--- src/rtl/cp0.sv ---
// rtl/cp0.sv - MIPS-style coprocessor 0: SR/Cause/EPC, exception entry and eret
// Optional Count/Compare timer enabled by defining CP0_COUNT_EN.
module cp0 #(
    parameter logic [31:0] EXC_ENTRY = 32'h0000_4180
) (
    input  logic        clk,
    input  logic        reset,
    input  logic        en,
    input  logic [4:0]  cp0_addr,
    input  logic [31:0] cp0_in,
    output logic [31:0] cp0_out,
    input  logic [31:0] vpc,
    input  logic        bd_in,
    input  logic        exc_vld,
    input  logic [4:0]  exc_code,
    input  logic [5:0]  hw_int,
    input  logic        eret,
    output logic        req,
    output logic [31:0] epc_out,
    output logic [31:0] handler_pc
);

    logic [5:0]  sr_im;
    logic        sr_exl;
    logic        sr_ie;
    logic        cause_bd;
    logic [5:0]  cause_ip;
    logic [4:0]  cause_exc;
    logic [31:0] epc;
    logic [5:0]  ip_live;
    logic [5:0]  ip_read;
    logic        int_req;
    logic        wr;

`ifdef CP0_COUNT_EN
    logic [31:0] count;
    logic [31:0] compare;
    logic        timer_pend;

    // The timer shares interrupt line 5 with the external hw_int[5].
    assign ip_live = hw_int | {timer_pend, 5'b0};
    assign ip_read = cause_ip | {timer_pend, 5'b0};
`else
    assign ip_live = hw_int;
    assign ip_read = cause_ip;
`endif

    assign int_req    = (|(ip_live & sr_im)) & sr_ie & ~sr_exl;
    assign req        = int_req | (exc_vld & ~sr_exl);
    assign wr         = en & ~req;
    assign handler_pc = EXC_ENTRY;
    // Forward an mtc0 EPC write so an eret in the same cycle returns to it.
    assign epc_out    = (en && cp0_addr == 5'd14) ? cp0_in : epc;

    always_ff @(posedge clk or negedge reset) begin
        if (!reset) begin
            sr_im     <= '0;
            sr_exl    <= 1'b0;
            sr_ie     <= 1'b0;
            cause_bd  <= 1'b0;
            cause_ip  <= '0;
            cause_exc <= '0;
            epc       <= '0;
        end else begin
            cause_ip <= hw_int;
            if (req) begin
                sr_exl    <= 1'b1;
                cause_bd  <= bd_in;
                epc       <= bd_in ? (vpc - 32'd4) : vpc;
                cause_exc <= int_req ? 5'd0 : exc_code;
            end else begin
                if (eret)
                    sr_exl <= 1'b0;
                if (wr && cp0_addr == 5'd12) begin
                    sr_im  <= cp0_in[15:10];
                    sr_exl <= cp0_in[1];
                    sr_ie  <= cp0_in[0];
                end
                if (wr && cp0_addr == 5'd14)
                    epc <= cp0_in;
            end
        end
    end

`ifdef CP0_COUNT_EN
    always_ff @(posedge clk or negedge reset) begin
        if (!reset) begin
            count      <= '0;
            compare    <= '0;
            timer_pend <= 1'b0;
        end else begin
            if (wr && cp0_addr == 5'd9)
                count <= cp0_in;
            else
                count <= count + 32'd1;
            if (wr && cp0_addr == 5'd11) begin
                compare    <= cp0_in;
                timer_pend <= 1'b0;
            end else if (count == compare) begin
                timer_pend <= 1'b1;
            end
        end
    end
`endif

    always_comb begin
        cp0_out = '0;
        case (cp0_addr)
            5'd12:   cp0_out = {16'b0, sr_im, 8'b0, sr_exl, sr_ie};
            5'd13:   cp0_out = {cause_bd, 15'b0, ip_read, 3'b0, cause_exc, 2'b0};
            5'd14:   cp0_out = epc;
`ifdef CP0_COUNT_EN
            5'd9:    cp0_out = count;
            5'd11:   cp0_out = compare;
`endif
            default: cp0_out = '0;
        endcase
    end

endmodule

--- config.mk ---
export PLATFORM = sky130hd
export DESIGN_NAME = cp0
export DESIGN_NICKNAME = d
export VERILOG_FILES = /design/src/rtl/cp0.sv
export SDC_FILE = /design/constraint.sdc
export NUM_CORES = 1
export LEC_CHECK = 0
export ABC_AREA = 1
export BUFFER_PORTS_ARGS = -buffer_cell sky130_fd_sc_hd__buf_2
export CORE_ASPECT_RATIO = 1.25
export CORE_MARGIN = 1.5
export CORE_UTILIZATION = 52
export CTS_CLUSTER_DIAMETER = 40
export DETAILED_ROUTE_END_ITERATION = 16
export GPL_TIMING_DRIVEN = 0
export PLACE_DENSITY = 0.94
export SYNTH_ARGS = -nofsm -noshare
export SYNTH_HDL_FRONTEND = slang
export SYNTH_SLANG_ARGS = --single-unit
--- constraint.sdc ---
create_clock -name clk -period 2.5 [get_ports clk]
set_clock_uncertainty 0.1 [all_clocks]
set_input_delay 0.5 -clock clk [delete_from_list [all_inputs] [get_ports clk]]
set_output_delay 0.5 -clock clk [all_outputs]
set_load 0.005 [all_outputs]
# Word-level counts from Yosys, hierarchy flattened
# Index checks and enable logic that the tools add are counted.
# op_classes
add_sub_neg	1
n_eq_ne	3
n_reduce_logical	7
bitwise	8
n_mux	9
# ops
cell	n
$mux 32	4
$pmux 32 s3	1
$sub 32x3->32 const B	1
$eq 5x4->1 const B	3
$and 6x6->6	1
$reduce_or 6->1	1
$mux 5	1
$and 1x1->1	4
$logic_and 1x1->1	3
$mux 1	3
$reduce_bool 3->1	1
$not 1->1	2
$reduce_and 2->1	1
$reduce_bool 2->1	1
$or 1x1->1	1
# word_totals
in_bits	86
reg_bits	52
out_inout_bits	97
elab_cells	35

# Logic depth before layout (Yosys ltp)
# Gate-level depths: netlist (run 1).
# logic_depth
ltp_word	10
mapped_depth	12
mapped_depth_nobuf	12

# Worst setup path after synthesis (run 1)
# Ideal clock, no wire load.
# synth_path
path_type	input to output
startpoint	input port cp0_addr[0]
endpoint	output port epc_out[0]
t_required_ns	1.900
cell_stages	8
arrival_time_ns	1.359
path_buffers	2
path_slack_ns	0.541
cell_sequence	buf_2 nor2_4 nand3_4 clkinv_4 buf_6 nand2_1 o21a_1 inv_1
# synth_between
elab_chain_cells	3
# synth_rtl
item	line_no	text
from (decl)	9	input logic [4:0] cp0_addr,
$eq 5x4->1	53	assign epc_out = (en && cp0_addr == 5'd14) ? cp0_in : epc;
$logic_and 1x1->1	53	
$mux 32	53	
to (decl)	19	output logic [31:0] epc_out,
# No other way between the ends.

# Final worst setup path (run 1)
# layout_path
startpoint	register sr_im[5]
endpoint	output port req
# layout_between
elab_chain_cells	5
# layout_rtl
item	line_no	text
from (decl)	23	logic [5:0] sr_im;
from (signal assigned)	75	sr_im <= cp0_in[15:10];
$and 6x6->6	48	assign int_req = (|(ip_live & sr_im)) & sr_ie & ~sr_exl;
$reduce_or 6->1	48	
$and 1x1->1 (2 in series)	48	
$or 1x1->1	49	assign req = int_req | (exc_vld & ~sr_exl);
to (decl)	18	output logic req,
# No other way between the ends.

==> results.toml, run 1 <==
[worst_setup_path]
reg2reg_depth = 7
cp.required_ps = 1900
crit_fanout = 10
endpoint_kind = "output port"
startpoint_type = "register"
arrival_ps = 1790
path_class = "reg -> out"

[clocking]
clock_path_buffers = 2
path_clk_slew_ps = 110
cts-buffers-inserted = 5
cts.sinks = 52
clkLatencyLatePin_ps = 320
cts_tree = "built"
clockRootBuffer = "clkbuf_8"
postCtsSetupBuffers = 0
cts_htree_levels = 2

[timing]
slew_headroom_pct = 22.61
post-route-period-util_pct = 95.70
slew_viol_final = 0
final-hold-violation-count = 0
tightest_slew_ps = 1161
post-route-min-period_ps = 2392
setup_viol = 0
setup_tns_ps = 0
max_freq_ghz = 0.4180
rsz0062_at_grt = "false"

[route]
wl_per_cell_um = 13.66
initialDrtViolationCount = 329
drt-total-wl_mm = 11.97
drtPass1Iterations = 5
drtAntennaViolNets = 0
drcViolationCount = 0
num_vias = 4429
via_per_inst = 5.056

[global_route]
grt_max_degree = 53
grt_first_pass_wirelength_mm = 18.60
grt_pass1_vias = 4016
overflow = 0
antenna_found_initial = 0
grt_use_total_pct = 28.94

[synthesis]
synth_top_area_share_pct = 31.68
avgSynthCellArea_um2 = 6.915
ys_async_sr_fraction_pct = 100.0
synth-edff-count = 0
synth_cell_types = 39
synth_common_cells = "nand2_1 (144), inv_1 (101), nor2_1 (65), dfrtp_1 (52), buf_4 (35)"
yosys-top-cells-area = "dfrtp_1 (32%), nand2_1 (13%), inv_1 (9.2%)"
synth_most_common_cell = "nand2_1"
ys.flop_type = "dfrtp_1"
syn_area_um2 = 4108
syn-instance-count = 594
yosysTopAreaCell = "dfrtp_1"
ys_warn_count = 0
yosys_register_bits = 52
yosysSeqAreaShare_pct = 31.68

[die]
die_w_um = 82.50
initial_utilization_pct = 53.02
ios = 183
core-area_um2 = 7747
dieArea_um2 = 8445
rows = 36
fp.dieH_um = 102.4

[layout]
diodes = 0
final_area_um2 = 5182
layout-drive-gt1-share_pct = 32.65
syn2layout_area_growth_pct = 26.17
fin_nets = 867

[min_path]
min_path_type = "in -> reg"
min_path_cells = 1

[place]
portBuffers = 149
dpl.hpwl_mm = 9.591
finalWeightedCongestion = 0.8962
place_area_um2 = 5085

[pwr]
power_density_nw_per_um2 = 767.5
max-vdd-ir-drop_mv = 0.4423
static-leakage-power_uw = 0.002979

[flow_run]
cap_violations = 0

[status]
outcome = "finished, final reports clean"
==> registers in the layout, indices dropped and copies added (netlist names) <==
signal,count
sr_exl,1
sr_ie,1
cause_bd,1
epc,32
cause_ip,6
cause_exc,5
sr_im,6
==> metrics by stage <==
| step | std cells | hold slack [ps] | util (%) | power [uW] | setup WS, ps |
|---|---|---|---|---|---|
| after floorplan | 624 | 104.4 | - | 2690 | 541.1 |
| after global placement | 868 | 363.9 | 65.63 | 3371 | 87.72 |
| after detailed placement | 868 | 374.2 | 65.63 | 3433 | 98.52 |
| after CTS | 876 | 199.0 | 66.88 | 3949 | 92.29 |
| after global routing | 876 | 192.3 | 66.89 | 4311 | 27.26 |
| final | 876 | 206.1 | 66.89 | 3978 | 107.6 |
==> cell families after synthesis <==
logic type | after synthesis | synth area share (%)
and+or+nand+nor | 279 | 31.65
buffers and inverters | 157 | 19.37
AOI/OAI and AO/OA | 94 | 14.89
DFF | 52 | 31.68
xor gates and xnor gates | 9 | 1.919
other | 2 | 0.1828
adders and majority gates | 1 | 0.3046
==> power by group <==
part           total [uW]  switching, uW  leakage (uW)  internal (uW)
logic                2130           1290       0.00232            840
clock network         512            306     0.0000463            206
registers            1340            133      0.000610           1200
total                3980           1730       0.00298           2250
==> critical path, cell delays in order (launching register included) <==
cell and delay (ps):
dfrtp_1 390, nand2_1 90, nand3_2 120, o211ai_4 320, nand2_4 120, buf_6 170, buf_6 140, buf_2 120
==> layout by cell type, fill, tap and decap left out, types with 3 or more instances in the layout <==
master    instances
clkbuf_8          5
o21a_1            5
buf_2           151
clkbuf_1          4
buf_4            35
buf_6             9
xor2_1            8
o22ai_1           8
nor2_1           65
nand3_1          26
o21ai_2          18
o21ai_1          25
inv_1           101
nor3_1            3
o21ai_0          27
nand2_1         144
dfrtp_1          52
nor2_2            6
o221ai_1          6
nor2_4            7
nand2_2           3
inv_2             3
conb_1           32
nand4_1          13
==> what timing repair did <==
action / 4_1_cts / 5_1_grt
setup endpoints to repair: 0 / 1
hold buffers: 0 / 0
gates resized for setup: 0 / 1
==> cell type report <==
class / count / area, um2
fill: 709 / 2565
multi-input combinational: 415 / 2123
sequential: 52 / 1301
timing repair buffer: 149 / 745.7
inverter: 106 / 402.9
buffer: 51 / 394.1
tap: 95 / 118.9
clock buffer: 5 / 68.82
clock inverter: 3 / 27.53
==> final timing paths <==
path / start / end / slack (ps)
setup / recovery: sr_im[5]$_DFFE_PN0P_ / req / 110
hold / removal: hw_int[0] / cause_ip[0]$_DFF_PN0_ / 210
setup reg to reg: sr_im[5]$_DFFE_PN0P_ / epc[26]$_DFFE_PN0P_ / 630
hold reg to reg: epc[31]$_DFFE_PN0P_ / epc[31]$_DFFE_PN0P_ / 400
max in group asynchronous: reset / epc[19]$_DFFE_PN0P_ / 1280
min in group asynchronous: reset / sr_exl$_DFFE_PN0P_ / 300
==> routing by layer <==
layer	vias to the layer above	GRT usage, %	part of all wire (%)
met5	-	0	0
met4	0	11.92	3.1
met2	199	51.16	51
li1	2168	-	-
met3	28	2.946	6.6
met1	2034	35.39	39
Note: power is estimated with default switching activity, not from simulation.
==> run 2, diff against run 1 <==
Settings changed: ABC_AREA 1 to unset, CORE_UTILIZATION 52 to 51.
==> results.toml, run 2 <==
[status]
outcome = "finished, final reports clean"

[worst_setup_path]
startpoint_type = "register"
reg2reg_depth = 6
endpoint_kind = "output port"
cp.required_ps = 1900
path_class = "reg -> out"
crit_fanout = 10
arrival_ps = 1880

[synthesis]
synthXorXnorAreaFrac_pct = 2.560
ys.flop_type = "dfrtp_1"
synth_compound_area_share_pct = 19.32
synth-edff-count = 0
synth_most_common_cell = "dfrtp_1"
synth_top_area_share_pct = 34.57
synth_common_cells = "dfrtp_1 (52), mux2_2 (43), buf_4 (32), and3_1 (21), clkbuf_1 (21)"
ys_async_sr_fraction_pct = 100.0
synth_cell_types = 55
syn_area_um2 = 3764
synth.area.mux_share_pct = 14.99
synth_top_family_by_area = "compound AO/OA/AOI/OAI gates"
ys_warn_count = 0
yosys_register_bits = 52
avgSynthCellArea_um2 = 9.577
yosys.area_share.simple_pct = 16.62
yosysTopAreaCell = "dfrtp_1"
yosysSeqAreaShare_pct = 34.57
yosys-top-cells-area = "dfrtp_1 (35%), mux2_2 (13%), buf_4 (6.4%)"
syn-instance-count = 393
synth-adder-area-share_pct = 0.3324

[route]
drtAntennaViolNets = 0
drtPass1Iterations = 5
drt-total-wl_mm = 11.91
wl_per_cell_um = 17.77
num_vias = 3883
initialDrtViolationCount = 317
via_per_inst = 5.796
drcViolationCount = 0

[clocking]
cts_tree = "built"
cts_hold_buf = 0
clockRootBuffer = "clkbuf_8"
cts.sinks = 52
clkLatencyLatePin_ps = 300
path_clk_slew_ps = 100
cts-buffers-inserted = 5
clock_path_buffers = 2
cts_htree_levels = 2

[place]
portBuffers = 147
place_ws_ps = -856.4
finalWeightedCongestion = 0.9233
dp_cells = 660
place_area_um2 = 4725
dpl.hpwl_mm = 9.061

[timing]
setup_slack_ps = 22.32
rsz0062_at_grt = "true"
max_freq_ghz = 0.4036
tightest_slew_ps = 1178
post-route-min-period_ps = 2478
setup_viol = 0
final-hold-violation-count = 0
slew_headroom_pct = 21.50
slew_viol_final = 0
post-route-period-util_pct = 99.11

[global_route]
overflow = 0
grt_pass1_vias = 3737
grt_max_degree = 53
grt_first_pass_wirelength_mm = 18.29
grt_use_total_pct = 29.87
antenna_found_initial = 0

[die]
core-area_um2 = 7062
initial_utilization_pct = 53.30
dieArea_um2 = 7907
die_w_um = 79.84
ios = 183
rows = 34
fp.dieH_um = 99.05

[layout]
seq_area_um2 = 1301
final_cell_mix = "buf_2 (148), dfrtp_1 (52), mux2_2 (43)"
final_util_pct = 69.49
final_area_um2 = 4907
multi_input_area_um2 = 2160
diodes = 0
finalNonFillerCells = 670
layout-drive-gt1-share_pct = 46.90
regMostFlops = "epc"
largest_reg_flops = 32
syn2layout_area_growth_pct = 30.39
fin_nets = 666
top_regs = "epc x32, cause_ip x6, sr_im x6"
layout_commonest_cell = "buf_2"
n_fill_cell = 590

[min_path]
min_path_type = "in -> reg"
min_path_cells = 1

[pwr]
p_int_uw = 2279
combinationalPowerShare_pct = 47.6
p_sw_uw = 1279
pwr-share-clk_pct = 14.1
p_seq_share_pct = 38.3
power_density_nw_per_um2 = 724.9
static-leakage-power_uw = 0.002461
max-vdd-ir-drop_mv = 0.4070
power_uw = 3557
sw_frac_of_total_pct = 35.94

[flow_run]
cap_violations = 0
==> run 2: power groups by stage <==
stage	logic (uW)	registers [uW]	clock network (uW)
floorplan	1030	1310	0
finish	1690	1360	501
CTS	1660	1360	506
global route	1840	1400	544
detailed placement	1620	1380	0
global placement	1570	1360	0
==> run 2: logic make-up (layout without fill, tap and decap cells) <==
kind of cell | after synthesis | in the layout
muxes | 51 | 51
other | 2 | 32
AOI/OAI and AO/OA | 90 | 90
and+or+nand+nor | 107 | 107
adders and majority gates | 1 | 1
DFF | 52 | 52
buffers and inverters | 79 | 236
xor gates and xnor gates | 11 | 11
==> run 2: final cells by class <==
cell class	instances	share of cell area, %
sequential	52	26.52
clock inverter	3	0.4335
clock buffer	5	1.402
timing repair buffer	150	15.58
buffer	58	8.210
multi-input combinational	292	44.01
tap	90	2.295
inverter	20	1.555
==> run 2: path summary, 6_finish.rpt <==
kind	start	end	slack (ps)
setup / recovery	sr_im[2]$_DFFE_PN0P_	req	20
max in group asynchronous	reset	epc[31]$_DFFE_PN0P_	1250
hold / removal	hw_int[0]	cause_ip[0]$_DFF_PN0_	210
min in group asynchronous	reset	epc[21]$_DFFE_PN0P_	320
hold reg to reg	cause_bd$_DFFE_PN0N_	cause_bd$_DFFE_PN0N_	390
setup reg to reg	sr_im[2]$_DFFE_PN0P_	sr_ie$_DFFE_PN0P_	80
==> run 2: critical path, stage by stage (launching register included) <==
cell	delay (ps)
dfrtp_1	420
a221o_1	350
o31ai_4	270
clkinv_2	120
buf_8	160
buf_8	140
buf_6	110
==> run 2: timing repair <==
item	CTS	global route
buffers inserted	2	1
resized for setup	22	9
pin swaps	2	1
endpoints found under the setup margin	87	21
==> run 2: through the flow <==
step	hold slack [ps]	setup TNS [ps]
5_1_grt	189.2	-51.25
4_1_cts	205.2	-66.36
6_report	211.6	0
3_3_place_gp	365.3	-29540
3_5_place_dp	365.0	-33270
2_1_floorplan	104.4	0
==> run 2: layer usage <==
metal  GRT usage, %  part of all wire, %  up-vias
met3          5.000                  8.7       34
met4          12.47                  3.6        0
li1               -                    -     1810
met2          51.56                   50      214
met5              0                    0        -
met1          36.49                   38     1825
==> run 3, diff against run 2 <==
Settings changed: CORE_MARGIN 1.5 to 10.
==> results.toml, run 3 (synthesis gave the netlist of run 2 again) <==
[status]
outcome = "finished, final reports clean"

[layout]
syn2layout_area_growth_pct = 32.51
fin_nets = 670
layout-drive-gt1-share_pct = 48.12
final_area_um2 = 4987
layout_commonest_cell = "buf_2"
final_cell_mix = "buf_2 (149), dfrtp_1 (52), mux2_2 (43)"
finalNonFillerCells = 676
regMostFlops = "epc"
largest_reg_flops = 32
top_regs = "epc x32, cause_ip x6, sr_im x6"

[clocking]
cts-buffers-inserted = 5
clockRootBuffer = "clkbuf_8"
path_clk_slew_ps = 100
cts_tree = "built"
cts.sinks = 52
clock_path_buffers = 2
cts_hold_buf = 0
cts_htree_levels = 2
clkLatencyLatePin_ps = 310

[worst_setup_path]
path_class = "in -> out"
crit_fanout = 10
path_delay_family = "buffers and inverters"
startpoint = "cp0_addr[0]"
r2r_start = "sr_im[1]$_DFFE_PN0P_"
crit_buf_inv = 4
r2r_end = "epc[31]$_DFFE_PN0P_"
max_stage_delay_ps = 310
endpoint_kind = "output port"
startpoint_type = "input pin"
r2r_slack_ps = 90
cp_cell_sequence = "clkbuf_4 -> nor2b_1 -> buf_4 -> nand3_4 -> buf_8 -> mux2_2 -> buf_2"
cp.required_ps = 1900
cp_slowest_cell = "mux2_2"
reg2reg_depth = 7
arrival_ps = 1880

[timing]
slew_viol_final = 0
setup_viol = 0
post-route-period-util_pct = 99.12
setup_slack_ps = 22.09
slew_headroom_pct = 19.16
post-route-min-period_ps = 2478
tightest_slew_ps = 1213
rsz0062_at_grt = "true"
final-hold-violation-count = 0
max_freq_ghz = 0.4036
hold-worst-slack_ps = 200.6

[min_path]
hold_end = "cause_ip[4]$_DFF_PN0_"
hp-start = "hw_int[4]"
min_path_type = "in -> reg"
min_path_cells = 1

[route]
drtAntennaViolNets = 0
initialDrtViolationCount = 268
drtPass1Iterations = 5
wl_per_cell_um = 20.45
num_vias = 3914
drt-total-wl_mm = 13.82
drcViolationCount = 0
via_per_inst = 5.790

[flow_run]
cap_violations = 0

[pwr]
static-leakage-power_uw = 0.002494
p_seq_share_pct = 37.9
sw_frac_of_total_pct = 36.47
combinationalPowerShare_pct = 48.2
p_sw_uw = 1315
pwr-share-clk_pct = 13.9
max-vdd-ir-drop_mv = 0.4274
power_density_nw_per_um2 = 722.8
p_int_uw = 2290
power_uw = 3605

[place]
finalWeightedCongestion = 0.9428
portBuffers = 147
place_area_um2 = 4725
dp_cells = 660
dpl.hpwl_mm = 10.65
place_ws_ps = -831.1

[global_route]
grt_first_pass_wirelength_mm = 20.69
overflow = 0
grt_max_degree = 53
grt_use_total_pct = 22.53
antenna_found_initial = 0
grt_pass1_vias = 4075

[die]
initial_utilization_pct = 53.30
rows = 34
fp.dieH_um = 116.0
die_w_um = 96.84
dieArea_um2 = 11240
ios = 183
core-area_um2 = 7062
run 3: final cells by class:
type                            instances  area (um2)
Inverter                               20       76.32
Timing Repair Buffer                  156       827.0
Clock inverter                          2       16.27
Sequential cell                        52        1301
Fill cell                             592        2074
Multi-Input combinational cell        292        2178
Buffer                                 56       397.9
Tap cell                               90       112.6
Antenna cell                            2       5.005
Clock buffer                            6       72.57
run 3: power by group through the flow:
stage / Combinational (uW) / Sequential, uW / Clock (uW)
CTS: 1710 / 1360 / 512
global route: 1880 / 1400 / 540
detailed placement: 1640 / 1380 / 0
floorplan: 1030 / 1310 / 0
global placement: 1590 / 1360 / 0
finish: 1740 / 1360 / 502
run 3: worst max path at each step:
stage	to	slack, ps	cells past startpoint
after detailed placement	req	-830	7
after CTS	req	-80	6
after floorplan	epc_out[3]	20	6
after global placement	req	-790	7
after global routing	epc_out[12]	-20	7
final	epc_out[12]	20	7
run 3: routing by layer:
layer / GRT usage (%) / routed length (um) / vias to the layer above
met5: 0 / 0 / -
met4: 13.50 / 650 / 0
met3: 6.254 / 1030 / 49
met2: 38.79 / 6927 / 214
met1: 24.43 / 5213 / 1842
li1: - / - / 1809
run 3: repair_timing:
| item | in CTS | in global routing |
|---|---|---|
| endpoints found under the hold margin | 0 | 0 |
| endpoints found under the setup margin | 86 | 35 |
| gates resized for setup | 22 | 20 |
| setup buffers | 4 | 4 |
| pin swaps | 2 | 2 |
| gates cloned | 0 | 1 |
run 3: metrics by stage:
step           util (%)  setup TNS (ps)
3_5_place_dp      66.90          -32410
2_1_floorplan         -               0
4_1_cts           69.35          -79.71
3_3_place_gp      66.90          -29110
6_report          70.62               0
5_1_grt           70.55          -72.41
